**src/rtl/regfile_wb_pkg.sv**
```systemverilog
// Shared types and sizes for the register-file write-side front end.
package regfile_wb_pkg;

   localparam int REG_ADDR_W = 5;
   localparam int DATA_W     = 32;
   localparam int NUM_REGS   = 32;

   typedef struct packed {
      logic                  live;
      logic [REG_ADDR_W-1:0] rw;
      logic [DATA_W-1:0]     data;
   } wb_entry_t;

endpackage

```
**src/rtl/wb_fifo.sv**
```systemverilog
// Circular buffer of buffered mul/div results with kill-by-address
// and a pending-register mask built from the live entries.
module wb_fifo
   import regfile_wb_pkg::*;
#(
   parameter int FIFO_DEPTH = 4
) (
   input  logic                  Clk,
   input  logic                  Rst_n,
   input  logic                  push,
   input  wb_entry_t             pushEntry,
   input  logic                  pop,
   input  logic                  killEn,
   input  logic [REG_ADDR_W-1:0] killAddr,
   output wb_entry_t             head,
   output logic                  full,
   output logic                  empty,
   output logic [NUM_REGS-1:0]   pendingMask
);

   localparam int PTR_W = $clog2(FIFO_DEPTH);
   localparam int CNT_W = PTR_W + 1;

   wb_entry_t        mem [FIFO_DEPTH];
   logic [PTR_W-1:0] rdPtr;
   logic [PTR_W-1:0] wrPtr;
   logic [CNT_W-1:0] count;

   // Popped slots are marked dead so an unoccupied slot never contributes
   // to the pending mask; a push lands after the kill so it stays live.
   always_ff @(posedge Clk or negedge Rst_n) begin
      if (!Rst_n) begin
         rdPtr <= '0;
         wrPtr <= '0;
         count <= '0;
         for (int i = 0; i < FIFO_DEPTH; i++) begin
            mem[i] <= '0;
         end
      end else begin
         for (int i = 0; i < FIFO_DEPTH; i++) begin
            if (killEn && (mem[i].rw == killAddr)) begin
               mem[i].live <= 1'b0;
            end
         end
         if (pop) begin
            mem[rdPtr].live <= 1'b0;
            rdPtr <= rdPtr + PTR_W'(1);
         end
         if (push) begin
            mem[wrPtr] <= pushEntry;
            wrPtr <= wrPtr + PTR_W'(1);
         end
         case ({push, pop})
            2'b10:   count <= count + CNT_W'(1);
            2'b01:   count <= count - CNT_W'(1);
            default: count <= count;
         endcase
      end
   end

   assign head  = mem[rdPtr];
   assign full  = (count == CNT_W'(FIFO_DEPTH));
   assign empty = (count == '0);

   always_comb begin
      pendingMask = '0;
      for (int i = 0; i < FIFO_DEPTH; i++) begin
         if (mem[i].live) begin
            pendingMask[mem[i].rw] = 1'b1;
         end
      end
   end

endmodule

```
**src/rtl/regfile_wb_arbiter.sv**
```systemverilog
// Merges pipeline writeback and buffered mul/div results onto the register
// file write port. Optional starvation guard: define WB_STARVE_GUARD_EN.
module regfile_wb_arbiter
   import regfile_wb_pkg::*;
#(
   parameter int DATA_W       = 32,
   parameter int FIFO_DEPTH   = 4,
   parameter int STARVE_LIMIT = 8
) (
   input  logic              Clk,
   input  logic              Rst_n,
   input  logic              WbRegWr,
   input  logic [4:0]        WbRW,
   input  logic [DATA_W-1:0] WbBusW,
   input  logic              MdValid,
   output logic              MdReady,
   input  logic [4:0]        MdRW,
   input  logic [DATA_W-1:0] MdBusW,
   output logic              RegWr,
   output logic [4:0]        RW,
   output logic [DATA_W-1:0] BusW,
   output logic [31:0]       PendingMask,
   output logic              StallPipe,
   output logic              Conflict
);

   logic      wbEff;
   logic      push;
   logic      pop;
   logic      headLive;
   logic      fifoFull;
   logic      fifoEmpty;
   wb_entry_t head;
   wb_entry_t pushEntry;

   // Pipeline always wins; the FIFO only drains when the pipeline is idle
   // or targets r0, and a dead head is popped without using the port.
   assign wbEff     = WbRegWr && (WbRW != 5'd0);
   assign MdReady   = !fifoFull;
   assign push      = MdValid && !fifoFull && (MdRW != 5'd0);
   assign pop       = !wbEff && !fifoEmpty;
   assign headLive  = pop && head.live;
   assign pushEntry = '{live: 1'b1, rw: MdRW, data: MdBusW};

   wb_fifo #(
      .FIFO_DEPTH(FIFO_DEPTH)
   ) uFifo (
      .Clk        (Clk),
      .Rst_n      (Rst_n),
      .push       (push),
      .pushEntry  (pushEntry),
      .pop        (pop),
      .killEn     (wbEff),
      .killAddr   (WbRW),
      .head       (head),
      .full       (fifoFull),
      .empty      (fifoEmpty),
      .pendingMask(PendingMask)
   );

   always_ff @(posedge Clk or negedge Rst_n) begin
      if (!Rst_n) begin
         RegWr    <= 1'b0;
         RW       <= '0;
         BusW     <= '0;
         Conflict <= 1'b0;
      end else begin
         RegWr <= wbEff || headLive;
         if (wbEff) begin
            RW   <= WbRW;
            BusW <= WbBusW;
         end else if (headLive) begin
            RW   <= head.rw;
            BusW <= head.data;
         end
         if (wbEff && PendingMask[WbRW]) begin
            Conflict <= 1'b1;
         end
      end
   end

`ifdef WB_STARVE_GUARD_EN
   localparam int SCNT_W = $clog2(STARVE_LIMIT + 1);

   logic [SCNT_W-1:0] starveCnt;

   // Counts cycles a live entry waits behind the pipeline; on reaching the
   // limit it asks the pipeline to hold for one cycle so the head drains.
   always_ff @(posedge Clk or negedge Rst_n) begin
      if (!Rst_n) begin
         starveCnt <= '0;
         StallPipe <= 1'b0;
      end else begin
         StallPipe <= 1'b0;
         if (fifoEmpty || pop) begin
            starveCnt <= '0;
         end else if (wbEff && (PendingMask != '0)) begin
            if (starveCnt == SCNT_W'(STARVE_LIMIT - 1)) begin
               starveCnt <= '0;
               StallPipe <= 1'b1;
            end else begin
               starveCnt <= starveCnt + SCNT_W'(1);
            end
         end
      end
   end
`else
   assign StallPipe = 1'b0;
`endif

endmodule

```
**config.mk**
```make
export PLATFORM = sky130hd
export DESIGN_NAME = regfile_wb_arbiter
export DESIGN_NICKNAME = d
export VERILOG_FILES = /design/src/rtl/regfile_wb_pkg.sv /design/src/rtl/wb_fifo.sv /design/src/rtl/regfile_wb_arbiter.sv
export SDC_FILE = /design/constraint.sdc
export NUM_CORES = 1
export LEC_CHECK = 0
export BUFFER_PORTS_ARGS = -buffer_cell sky130_fd_sc_hd__buf_2
export CORE_UTILIZATION = 50
export DETAILED_ROUTE_END_ITERATION = 16
export GPL_TIMING_DRIVEN = 0
export PLACE_DENSITY = 0.72
export SYNTH_ARGS = -nofsm -noshare
export SYNTH_HDL_FRONTEND = slang
export SYNTH_HIERARCHICAL = 1
export SYNTH_SLANG_ARGS = --single-unit
export TNS_END_PERCENT = 5
```
**constraint.sdc**
```tcl
create_clock -name Clk -period 2.8 [get_ports Clk]
set_input_delay 0.56 -clock Clk [delete_from_list [all_inputs] [get_ports Clk]]
set_output_delay 0.56 -clock Clk [all_outputs]
set_load 0.01 [all_outputs]
```
* Word-level counts from Yosys, hierarchy flattened *
Index checks and enable logic that the tools add are counted.

storage, ports and cells
  register bits after elaboration = 198
  bits of input ports = 78
  output and inout bits = 73
  word-level logic and storage cells = 107

operators by class
  $add $sub $neg = 4
  order comparisons = 13
  equality and inequality tests = 7
  muxes and demuxes = 34
  bitwise gates (word level) = 5
  reduce and logical (&&, ||, !) cells = 25

operator list
  kind                   count
  $bwmux W152            2
  $mux W152              2
  $mux W32               6
  $demux W38 S2          2
  $mux W38               4
  $or A32 B32 Y32        3
  $bmux W38 S2           1
  $lt A5 B6 Y1 const B   5
  $demux W1 S5           4
  $eq A5 B5 Y1           4
  $ge A5 B1 Y1 const B   4
  $logic_and A1 B1 Y1    16
  $mux W5                2
  $reduce_bool A5 Y1     2
  $mux W1                9
  $ge A3 B3 Y1 const B   2
  $lt A3 B1 Y1 const B   2
  $not A2 Y3             2
  $pmux W3 S2            1
  $bmux W1 S5            1
  $add A2 B1 Y2 const B  2
  $reduce_bool A2 Y1     2
  $add A3 B1 Y3 const B  1
  $eq A3 B3 Y1 const B   1
  other kinds (6)        8

* Depth between registers and ports, before layout *
  word-level depth = 14
  mapped depth = 12
  gate-level depth less buffers = 11

* Modules after synthesis *
Netlist, hierarchy kept.

modules (own cells, without submodules)
  module              times used  cells each  area an instance (um2)  sequential area each (um2)
  wb_fifo             1           596         8336.7                  3978.8
  regfile_wb_arbiter  1           216         2299.7                  975.9

* Worst setup path before layout *
OpenSTA, ideal clock, no wires.

  path kind = input to register
  from = input port MdRW[1]
  to = register uFifo.count[2]
  data arrival time = 2.404 ns
  required time = 2.721 ns
  path slack = 0.317 ns
  stages on the path = 10
  path buffers = 1
  cells stage by stage = or3_1 > o311a_1 > buf_4 > inv_1 > ha_1 > inv_1 > fa_1 > xor2_1 > nor2_1 > xor2_1

between the ends
  cells in the longest elaborated chain, start to end = 4

ends and longest elaborated chain
  element                                            line                      RTL
  start, declared                                    regfile_wb_arbiter.sv:17  input logic [4:0] MdRW,
  $reduce_bool A5 Y1 (*)                             regfile_wb_arbiter.sv:40  assign push = MdValid && !fifoFull && (MdRW != 5'd0);
  $logic_and A1 B1 Y1 (*)                            regfile_wb_arbiter.sv:40
  via push                                           regfile_wb_arbiter.sv:28  logic push;
  $eq A2 B1 Y1 or $eq A2 B2 Y1 (tied branches)       wb_fifo.sv:53             case ({push, pop})
  $pmux W3 S2 or $reduce_bool A2 Y1 (tied branches)  --
  end signal, assigned                               wb_fifo.sv:54             2'b10: count <= count + CNT_W'(1);
  end signal, assigned                               wb_fifo.sv:55             2'b01: count <= count - CNT_W'(1);
  end signal, assigned                               wb_fifo.sv:56             default: count <= count;
  end, declared                                      wb_fifo.sv:27             logic [CNT_W-1:0] count;

The timed path passes the listed nets; every way through them passes the cells marked *.
A chain may end at the register's enable or synchronous reset.

* Worst setup path after layout *
  from = register uFifo/mem[74] (netlist bit)
  to = output port PendingMask[11]

between the ends
  cells in the longest elaborated chain, start to end = 8

ends and longest elaborated chain
  element                                                             line                      RTL
  start, declared                                                     wb_fifo.sv:24             wb_entry_t mem [FIFO_DEPTH];
  start signal, assigned by index                                     wb_fifo.sv:50             mem[wrPtr] <= pushEntry;
  $lt A5 B6 Y1 (not written as such) or $ge A5 B1 Y1 (tied branches)  wb_fifo.sv:69             pendingMask[mem[i].rw] = 1'b1;
  $logic_and A1 B1 Y1 (not written as such)                           wb_fifo.sv:69
  $mux W1 (not written as such)                                       wb_fifo.sv:69
  $demux W1 S5 (*)                                                    --
  $or A32 B32 Y32 (no line) (*)                                       --
  $mux W32 (*)                                                        wb_fifo.sv:68             if (mem[i].live) begin
  $or A32 B32 Y32 (no line)                                           --
  $mux W32 (*)                                                        wb_fifo.sv:68
  end, declared                                                       regfile_wb_arbiter.sv:22  output logic [31:0] PendingMask,

Mark *: on every way between the ends. The rest lies on a longest branch, timed or not.

==> flow_summary.toml <==
[timing]
tightest_slew_ns = 0.697
tns_ns = 0
post-route-min-period_ns = 2.66
finalCritPeriodShare = 0.951
setup_viol = 0
timing.fmax_mhz = 376
rsz0062_at_grt = "no"
finClkSkew_ns = 0.0136
hold_viol_final = 0
drv_slew = 0
slew-limit-headroom = 0.535

[clock_tree]
insertion_delay_ns = 0.44
cts_setup_buffers = 0
cts.sinks = 198
cts_resized = 0
clk_pin_slew_ns = 0.07
ctsHoldBuffers = 0
cts-htree-levels = 4
cts_tree = "done"
clk_path_buf_depth = 2
cts_made_buffers = 17
root_buffer = "clkbuf_16"

[worst_setup_path]
regToRegSetupSlack_ns = 0.25
setup.worst_path.start = "uFifo/mem[74]"
crit_arrival_ns = 2.10
worstSetupPathType = "flop to output port"
end_kind = "output port"
r2r_cells = 8
crit_required_ns = 2.24
reg2reg_to = "BusW[12]"
cp-endpoint = "PendingMask[11]"
path_max_fanout = 10
start_kind = "flop"
r2r_start = "uFifo/rdPtr[0]"

[synth]
async_flop_share = 1.00
yosysWarnings = 6
synth_top_area_share = 0.466
synth_largest_area_cell = "dfrtp_1"
ys.flop_type = "dfrtp_1"
synth_edf_count = 0
ys_seq_elements = 198
syn_area_sq_um = 10600
ys_top_cells_by_count = "198 x dfrtp_1, 148 x mux2_2, 56 x nand2_1"
yosysSeqAreaShare = 0.466
synth.most_common_cell = "dfrtp_1"
synth_area_leaders = "dfrtp_1 47%, mux2_2 16%, mux4_2 8.0%"
syn_avg_cell_area_sq_um = 13.1
synth.distinct_cells = 52
synthCells = 812

[die]
die_w_microns = 148
core-area_sq_um = 20600
die_h_microns = 148
die_area_sq_um = 21900
row_count = 52
initial_core_util = 0.517
ios = 151

[power]
p_leak_nw = 5.67
power.density_nw_per_um2 = 1140
max-vdd-ir-drop_v = 0.000561

[finish]
diodes = 0
fin_util = 0.604
syn_to_final_growth_pct = 16.7
nets = 1072
drive_gt1_frac = 0.471

[detailed_routing]
via_per_inst = 5.90
wl_per_cell_microns = 21.0
ant_nets = 0
post-route-drc-count = 0
drt_first_pass_iters = 5
wirelength_microns = 26600
drt_iter0_markers = 412
dr_total_vias = 7469

[global_routing]
grt_max_degree = 123
grt-ovfl-total = 0
antenna_found_initial = 1
grtUsageTotal = 0.259
grt_pass1_vias = 7637
grt_pass1_wl_microns = 43100

[worst_hold_path]
min_path_type = "primary input to async pin"

[status]
status = "finished clean"

[placed_design]
portBuffers = 149
hpwl_microns = 18500
routabilityCongestion = 0.959

[job]
maxCapViolations = 0
## area by class of cell
type / instances / area [sq um]
fillers: 1710 / 8150
multi-input cells: 541 / 5190
flip-flops and latches: 198 / 4950
repair buffers: 150 / 783
plain buffers: 67 / 467
clock buffers: 17 / 425
well taps: 270 / 338
clock inverters: 14 / 219
inverters: 9 / 33.8
## per-stage QoR
step / hold slack [ns] / total power (W) / instance area, sq um / cells / setup slack, ns
2_1_floorplan: 0.264 / 0.00971 / 10600 / 815 / 0.317
3_3_place_gp: 0.482 / 0.0113 / 11700 / 1234 / -2.18
3_5_place_dp: 0.488 / 0.0115 / 11800 / 1235 / -0.0364
4_1_cts: 0.113 / 0.0142 / 12400 / 1266 / 0.165
5_1_grt: 0.122 / 0.0150 / 12400 / 1266 / 0.0478
6_report: 0.0734 / 0.0142 / 12400 / 1266 / 0.137
## worst min path at each step
stage / from / end / slack [ns] / depth (start not counted)
3_5_place_dp: uFifo/mem[29] / uFifo/mem[29] / 0.49 / 1
5_1_grt: Rst_n / uFifo/mem[119] / 0.12 / 1
3_3_place_gp: uFifo/mem[3] / uFifo/mem[3] / 0.48 / 1
6_report: Rst_n / BusW[5] / 0.07 / 1
4_1_cts: Rst_n / uFifo/mem[119] / 0.11 / 1
2_1_floorplan: Rst_n / BusW[0] / 0.26 / 0
## worst max-delay path, cell delays in order, from the launching register on
cell      delay [ns]
dfrtp_1         0.39
buf_4           0.19
or3b_2          0.54
o221ai_1        0.36
buf_2           0.20
## report_power, final
group / switching, W / leakage, nW / internal [W]
sequential: 0.000771 / 2.36 / 0.00425
clock: 0.00110 / 0.316 / 0.00159
combinational: 0.00313 / 2.99 / 0.00332
total: 0.00501 / 5.67 / 0.00917
## logic make-up (layout without fill, tap and decap cells)
family	count (synthesis)	after routing	share of synthesized area
muxes	239	239	0.287
DFF	198	198	0.466
and+or+nand+nor	142	142	0.0778
AOI/OAI and AO/OA	120	120	0.0886
buffers and inverters	76	257	0.0471
xor gates and xnor gates	25	25	0.0206
adders and majority gates	10	10	0.0125
other	2	5	0.000706
## metal layers
| metal | up-vias | track usage | share of wire | wire (microns) |
|---|---|---|---|---|
| met3 | 35 | 0.0485 | 0.058 | 1550 |
| met4 | 2 | 0.0711 | 0.012 | 325 |
| met1 | 3764 | 0.361 | 0.44 | 11800 |
| met2 | 265 | 0.414 | 0.49 | 12900 |
| met5 | - | 0 | 0.00049 | 13 |
| li1 | 3403 | - | - | - |
## cell usage in the layout (no fill, tap or decap), types with 7 or more instances in the layout
master	n
a22oi_1	32
buf_2	176
buf_4	12
buf_6	16
clkbuf_1	8
clkbuf_16	17
dfrtp_1	198
ha_1	9
inv_1	9
mux2_2	148
mux2i_1	53
mux4_2	38
nand2_1	56
nand3_1	8
nand3b_1	10
nor2_1	8
o21ai_1	7
o21ai_2	30
o221ai_1	28
xor2_1	20
## flip-flops by register name, summed over array words and instances (netlist names)
register     cells
BusW            32
Conflict         1
RW               5
RegWr            1
uFifo/count      3
uFifo/mem      152
uFifo/rdPtr      2
uFifo/wrPtr      2
Note: power is estimated with default switching activity, not from simulation.
